$ cat config.mk
export PLATFORM = sky130hd
export DESIGN_NAME = rs_lfsr_enc_stream
export DESIGN_NICKNAME = d
export VERILOG_FILES = /design/src/rtl/rs_enc_pkg.sv /design/src/rtl/rs_lfsr_lstep.sv /design/src/rtl/rs_lfsr_enc_stream.sv
export SDC_FILE = /design/constraint.sdc
export NUM_CORES = 2
export LEC_CHECK = 0
export CAP_MARGIN = 20
export CELL_PAD_IN_SITES_DETAIL_PLACEMENT = 2
export CELL_PAD_IN_SITES_GLOBAL_PLACEMENT = 2
export CORE_MARGIN = 3
export CORE_UTILIZATION = 26
export DETAILED_ROUTE_END_ITERATION = 8
export HOLD_SLACK_MARGIN = 0.08
export PLACE_DENSITY_LB_ADDON = 0.1
export RECOVER_POWER = 50
export SKIP_CTS_REPAIR_TIMING = 1
export SYNTH_ARGS = -nofsm -noshare
export SYNTH_HDL_FRONTEND = slang
export SYNTH_SLANG_ARGS = --single-unit
$ cat constraint.sdc
create_clock -name clk_i -period 19.3 [get_ports clk_i]
set_clock_uncertainty 0.15 [all_clocks]
set_input_delay 3.86 -clock clk_i [delete_from_list [all_inputs] [get_ports clk_i]]
set_output_delay 3.86 -clock clk_i [all_outputs]
set_load 0.03 [all_outputs]
$ cat src/rtl/rs_enc_pkg.sv
// Shared definitions for the RS(544,522) GF(2^10) systematic encoder:
// code geometry, generator taps, constant GF multiply and the framing FSM states.
package rs_enc_pkg;

  localparam int W = 10;
  localparam int N = 544;
  localparam int K = 522;
  localparam int R = N - K;

  // Field polynomial x^10 + x^3 + 1; only the bits below x^10 are needed for reduction.
  localparam logic [W-1:0] GF_POLY_LO = 10'h009;

  localparam logic [W-1:0] G [R] = '{
    10'd807, 10'd280, 10'd944, 10'd621, 10'd3,   10'd177, 10'd365, 10'd657,
    10'd813, 10'd1010, 10'd712, 10'd466, 10'd374, 10'd544, 10'd374, 10'd482,
    10'd555, 10'd976, 10'd452, 10'd899, 10'd783, 10'd513
  };

  typedef enum logic [1:0] {
    IDLE,
    DATA,
    PARITY
  } state_e;

  function automatic logic [W-1:0] gf_mul(input logic [W-1:0] a, input logic [W-1:0] b);
    logic [W-1:0] acc;
    logic [W-1:0] x;
    acc = '0;
    x   = a;
    for (int i = 0; i < W; i++) begin
      if (b[i]) acc = acc ^ x;
      x = x[W-1] ? ({x[W-2:0], 1'b0} ^ GF_POLY_LO) : {x[W-2:0], 1'b0};
    end
    return acc;
  endfunction

endpackage

$ cat src/rtl/rs_lfsr_lstep.sv
// Combinational L-step look-ahead of the RS parity LFSR; slot 0 is shifted in first.
module rs_lfsr_lstep
  import rs_enc_pkg::*;
#(
  parameter int L = 8
) (
  input  logic [R-1:0][W-1:0] rem_in,
  input  logic [L-1:0][W-1:0] syms,
  output logic [R-1:0][W-1:0] rem_out
);

  logic [R-1:0][W-1:0] st;
  logic [W-1:0]        f;

  // Updating from the top index down lets each tap read the previous step's lower neighbour.
  always_comb begin
    st = rem_in;
    f  = '0;
    for (int s = 0; s < L; s++) begin
      f = st[R-1] ^ syms[s];
      for (int j = R - 1; j > 0; j--) begin
        st[j] = gf_mul(G[j], f) ^ st[j-1];
      end
      st[0] = gf_mul(G[0], f);
    end
  end

  assign rem_out = st;

endmodule

$ cat src/rtl/rs_lfsr_enc_stream.sv
// Streaming systematic RS encoder: forwards DBEATS message beats, then appends
// PBEATS parity beats read out of the frozen LFSR remainder.
module rs_lfsr_enc_stream
  import rs_enc_pkg::*;
#(
  parameter int W = 10,
  parameter int N = 544,
  parameter int K = 522,
  parameter int L = 8
) (
  input  logic           clk_i,
  input  logic           rst_ni,
  input  logic           flush_i,
  input  logic           in_valid_i,
  output logic           in_ready_o,
  input  logic [L*W-1:0] in_data_i,
  input  logic           in_last_i,
  output logic           out_valid_o,
  input  logic           out_ready_i,
  output logic [L*W-1:0] out_data_o,
  output logic           out_last_o,
  output logic           out_is_parity_o,
  output logic           frame_err_o,
  output logic           busy_o
);

  localparam int R      = N - K;
  localparam int DBEATS = (K + L - 1) / L;
  localparam int PBEATS = (R + L - 1) / L;
  localparam int CW     = (DBEATS > 1) ? $clog2(DBEATS) : 1;
  localparam int PW     = (PBEATS > 1) ? $clog2(PBEATS) : 1;
  localparam logic [CW-1:0] CNT_LAST = CW'(DBEATS - 1);
  localparam logic [PW-1:0] PAR_LAST = PW'(PBEATS - 1);

  state_e                   state;
  logic [CW-1:0]            cnt;
  logic [PW-1:0]            pcnt;
  logic [R-1:0][W-1:0]      rem;
  logic [R-1:0][W-1:0]      rem_base;
  logic [R-1:0][W-1:0]      rem_next;
  logic [PBEATS*L-1:0][W-1:0] par_sym;
  logic [PBEATS-1:0][L*W-1:0] par_beat;
  logic                     load_en;
  logic                     accept;
  logic                     at_last;

  assign load_en    = !out_valid_o || out_ready_i;
  assign in_ready_o = (state != PARITY) && load_en;
  assign accept     = in_valid_i && in_ready_o;
  assign at_last    = (cnt == CNT_LAST);
  assign busy_o     = (state != IDLE);

  // A new frame always starts from the zero remainder, so stale state never leaks across frames.
  assign rem_base = ((state == IDLE) || (cnt == '0)) ? '0 : rem;

  rs_lfsr_lstep #(
    .L(L)
  ) u_lstep (
    .rem_in (rem_base),
    .syms   (in_data_i),
    .rem_out(rem_next)
  );

  // Parity leaves highest-order remainder symbol first; tail slots of the last beat are zero.
  always_comb begin
    par_sym = '0;
    for (int i = 0; i < R; i++) begin
      par_sym[i] = rem[R-1-i];
    end
  end

  assign par_beat = par_sym;

  always_ff @(posedge clk_i or negedge rst_ni) begin
    if (!rst_ni) begin
      state           <= IDLE;
      cnt             <= '0;
      pcnt            <= '0;
      rem             <= '0;
      out_valid_o     <= 1'b0;
      out_data_o      <= '0;
      out_last_o      <= 1'b0;
      out_is_parity_o <= 1'b0;
      frame_err_o     <= 1'b0;
    end else if (flush_i) begin
      state           <= IDLE;
      cnt             <= '0;
      pcnt            <= '0;
      rem             <= '0;
      out_valid_o     <= 1'b0;
      out_data_o      <= '0;
      out_last_o      <= 1'b0;
      out_is_parity_o <= 1'b0;
      frame_err_o     <= 1'b0;
    end else begin
      frame_err_o <= 1'b0;
      case (state)
        IDLE, DATA: begin
          if (accept) begin
            rem             <= rem_next;
            out_valid_o     <= 1'b1;
            out_data_o      <= in_data_i;
            out_last_o      <= 1'b0;
            out_is_parity_o <= 1'b0;
            frame_err_o     <= in_last_i ^ at_last;
            if (at_last) begin
              cnt   <= '0;
              pcnt  <= '0;
              state <= PARITY;
            end else begin
              cnt   <= cnt + CW'(1);
              state <= DATA;
            end
          end else if (load_en) begin
            out_valid_o <= 1'b0;
          end
        end
        PARITY: begin
          if (load_en) begin
            out_valid_o     <= 1'b1;
            out_data_o      <= par_beat[pcnt];
            out_is_parity_o <= 1'b1;
            out_last_o      <= (pcnt == PAR_LAST);
            if (pcnt == PAR_LAST) begin
              pcnt  <= '0;
              state <= IDLE;
            end else begin
              pcnt <= pcnt + PW'(1);
            end
          end
        end
        default: state <= IDLE;
      endcase
    end
  end

endmodule

==> reports/qor.log <==
qor: run_status.outcome complete, but fails checks
qor: run_status.failed_checks capacitance limit, slew limit
qor: die.top_level_ports 172
qor: final_layout.syn2layout_area_growth 15.7%
qor: sta.timing.final.crit_period 15.94 ns
qor: cts.maximum_root_to_sink_buffer_count 3
qor: global_route.via_count_of_the_first_global_routing_pass 47213
qor: sta.final-max-slew-violation-count 352
qor: global_route.grt_first_pass_wirelength 614 mm
qor: global_route.number_of_antenna_violations_at_the_first_check_in_global_routing 38
qor: logic_synthesis.postSynthAreaPerCell 10.1 um2
qor: logic_synthesis.yosysTopAreaCellShare 0.393
qor: worst_setup_path.startpoint_type primary input
qor: logic_synthesis.postSynthRegisterBits 315
qor: worst_setup_path.regToRegSetupSlack 5.97 ns
qor: logic_synthesis.synth_area_leaders sky130_fd_sc_hd__xnor2_1 39%, sky130_fd_sc_hd__xnor3_1 17%, sky130_fd_sc_hd__dfrtp_1 14%
qor: worst_setup_path.required_time_at_the_endpoint_of_the_critical_path 19.66 ns
qor: die.fp.coreArea 0.218 mm2
qor: drt.num_vias 49145
qor: sta.hold_ws 0.323 ns
qor: logic_synthesis.ffs_w_async_s_r_synth 1.00
qor: drt.drt-pass1-iter-count 5
qor: global_route.maximum_number_of_pins_on_one_net_before_global_route_repair 181
qor: sta.final_hold_viol_count 0
qor: drt.drt_iter0_markers 8120
qor: sta.worst_slew_pin_slew 6.65 ns
qor: sta.normalized_max_slew_margin -3.44
qor: job.cap_viol_max_count 6
qor: drt.wire_per_inst 56.0 um
qor: sta.grt_setup_unrepaired false
qor: cts.cts.htree.levels 2
qor: logic_synthesis.synthesis.area 0.0574 mm2
qor: final_layout.layout.cells.most_common_list 2521 x sky130_fd_sc_hd__xnor2_1, 564 x sky130_fd_sc_hd__xor2_1, 483 x sky130_fd_sc_hd__nand2_1
qor: sta.timing.fmax 62.7 MHz
qor: placed_design.dp_hpwl 424 mm
qor: final_layout.leading_cell_type_in_the_layout_fill_and_taps_excluded sky130_fd_sc_hd__xnor2_1
qor: global_route.grt_use_met2 0.622
qor: logic_synthesis.synth-seq-area-share 0.137
qor: die.start_util 0.263
qor: die.chipHeight 476 um
qor: final_layout.nNetsFinal 6094
qor: logic_synthesis.dominantRegCellSynth sky130_fd_sc_hd__dfrtp_1
qor: worst_setup_path.critical_path_sink_type flop
qor: logic_synthesis.synth.lib_cells_used.distinct 43
qor: cts.insertion_delay 0.63 ns
qor: logic_synthesis.synthesis.nets 5796
qor: drt.antenna_violating_nets_post_route 0
qor: global_route.grt_most_used_layer met2
qor: placed_design.placement.io_buffers 171
qor: die.rows 171
qor: cts.root_buffer sky130_fd_sc_hd__clkbuf_16
qor: cts.cts.clk_slew.worst_paths 0.06 ns
qor: worst_setup_path.crit_type primary input to flop
qor: cts.cts.sink_count 315
qor: global_route.gr-usage-met1 0.570
qor: placed_design.place.gp.congestion 1.06
qor: global_route.grt_overflow 0
qor: cts.tritoncts done
qor: sta.setup_total_negative_slack 0 ns
qor: die.floorplan.die_area 0.227 mm2
qor: global_route.use_met3 0.0915
qor: drt.post_drt_via_cell_ratio 5.47
qor: drt.finalWirelength 504 mm
qor: worst_setup_path.critical_path_fanout_max 13
qor: sta.setup_violations 0
qor: global_route.gr-usage-all-layers 0.435
qor: logic_synthesis.synth_edf_count 0
qor: final_layout.drive_gt1_frac 0.120
qor: sta.final_min_period_over_clock_period 0.826
qor: cts.numCtsBuffers 42
qor: die.floorplan.die.width 476 um
qor: drt.drc_errors 0
qor: hold_path.hp-class flop to flop
qor: worst_setup_path.cp.arrival 16.31 ns
qor: logic_synthesis.yosys.area.top_type sky130_fd_sc_hd__xnor2_1
qor: logic_synthesis.yosys_warnings 0
qor: logic_synthesis.postSynthCellCount 5707
==> kinds of logic (layout without fill, tap and decap cells) <==
kind of cell	after synthesis	after routing	synth area share
compound gates	458	458	0.0431
xor+xnor	3815	3815	0.731
fa+ha+maj	3	3	0.000654
buf+inv	294	623	0.0244
flops	315	315	0.137
mux	80	80	0.0144
other cells	0	8	0
simple gates	742	742	0.0494
==> metrics by stage <==
stage / setup slack (ns) / cell area, um2 / util / cells
CTS: 3.69 / 66400 / 0.304 / 8964
global placement: 2.67 / 64800 / 0.297 / 8872
floorplan: 7.95 / 57400 / - / 5707
finish: 3.36 / 66500 / 0.304 / 8985
global route: 3.61 / 66400 / 0.304 / 8977
detailed placement: 3.11 / 65000 / 0.298 / 8889
==> area by class of cell <==
type	instances	area (um2)
antenna	8	20.0
clock buffer	62	1190
clock inverter	13	181
fill	23864	152000
inverter	3	11.3
multi-input combinational	5098	48900
sequential	315	7890
tap	2941	3680
timing repair buffer	545	4600
==> flip-flops by register name (all words and copies together), names as in the netlist, 2 cells and up <==
register / cells
cnt: 7
out_data_o: 80
par_beat: 220
pcnt: 2
state: 2
==> worst max-delay path, stage by stage <==
cell	delay, ns
sky130_fd_sc_hd__clkdlybuf4s50_1	0.90
sky130_fd_sc_hd__xnor2_2	1.05
sky130_fd_sc_hd__xor3_1	0.46
sky130_fd_sc_hd__buf_4	0.24
sky130_fd_sc_hd__xor2_1	0.28
sky130_fd_sc_hd__xnor2_2	0.13
sky130_fd_sc_hd__buf_4	0.32
sky130_fd_sc_hd__xnor3_2	0.54
sky130_fd_sc_hd__xnor2_4	0.59
sky130_fd_sc_hd__xnor3_1	0.81
sky130_fd_sc_hd__buf_8	0.28
sky130_fd_sc_hd__xor2_4	0.47
sky130_fd_sc_hd__xnor3_1	0.96
sky130_fd_sc_hd__xor3_1	0.94
sky130_fd_sc_hd__xnor3_2	0.81
sky130_fd_sc_hd__xnor2_4	0.63
sky130_fd_sc_hd__xor2_4	0.71
sky130_fd_sc_hd__buf_4	0.57
sky130_fd_sc_hd__xnor2_1	0.22
sky130_fd_sc_hd__xnor2_1	0.82
sky130_fd_sc_hd__xnor2_1	0.28
sky130_fd_sc_hd__o21ai_0	0.25
==> path summary, 6_finish.rpt <==
| path | endpoint | startpoint | cells past startpoint |
|---|---|---|---|
| setup / recovery | par_beat[91] | in_data_i[4] | 22 |
| hold / removal | out_data_o[44] | out_data_o[44] | 2 |
| setup reg to reg | par_beat[91] | cnt[0] | 24 |
| hold reg to reg | out_data_o[44] | out_data_o[44] | 2 |
| max in group asynchronous | par_beat[86] | rst_ni | 3 |
| min in group asynchronous | out_data_o[49] | rst_ni | 1 |
==> per-layer routing <==
| metal | vias to the layer above | share of wire |
|---|---|---|
| met5 | - | 0.00010 |
| li1 | 18667 | - |
| met3 | 784 | 0.092 |
| met2 | 3464 | 0.41 |
| met4 | 10 | 0.094 |
| met1 | 26220 | 0.41 |
==> synth_stat cells, types with 21 or more instances <==
library cell,count
sky130_fd_sc_hd__a21oi_1,127
sky130_fd_sc_hd__o31ai_1,21
sky130_fd_sc_hd__dfrtp_1,315
sky130_fd_sc_hd__o21ai_0,173
sky130_fd_sc_hd__xnor2_2,80
sky130_fd_sc_hd__xor3_1,48
sky130_fd_sc_hd__xor2_2,40
sky130_fd_sc_hd__buf_2,58
sky130_fd_sc_hd__xnor2_4,26
sky130_fd_sc_hd__buf_1,48
sky130_fd_sc_hd__xor2_1,585
sky130_fd_sc_hd__xnor2_1,2575
sky130_fd_sc_hd__nand2_1,483
sky130_fd_sc_hd__xnor3_1,428
sky130_fd_sc_hd__clkbuf_1,136
sky130_fd_sc_hd__o21ai_1,97
sky130_fd_sc_hd__buf_4,38
sky130_fd_sc_hd__nor2_1,237
sky130_fd_sc_hd__mux2i_1,60
Power is left out: the tool's default activity adds up to more than one toggle a clock period on the data nets, which glitch-free logic cannot reach.
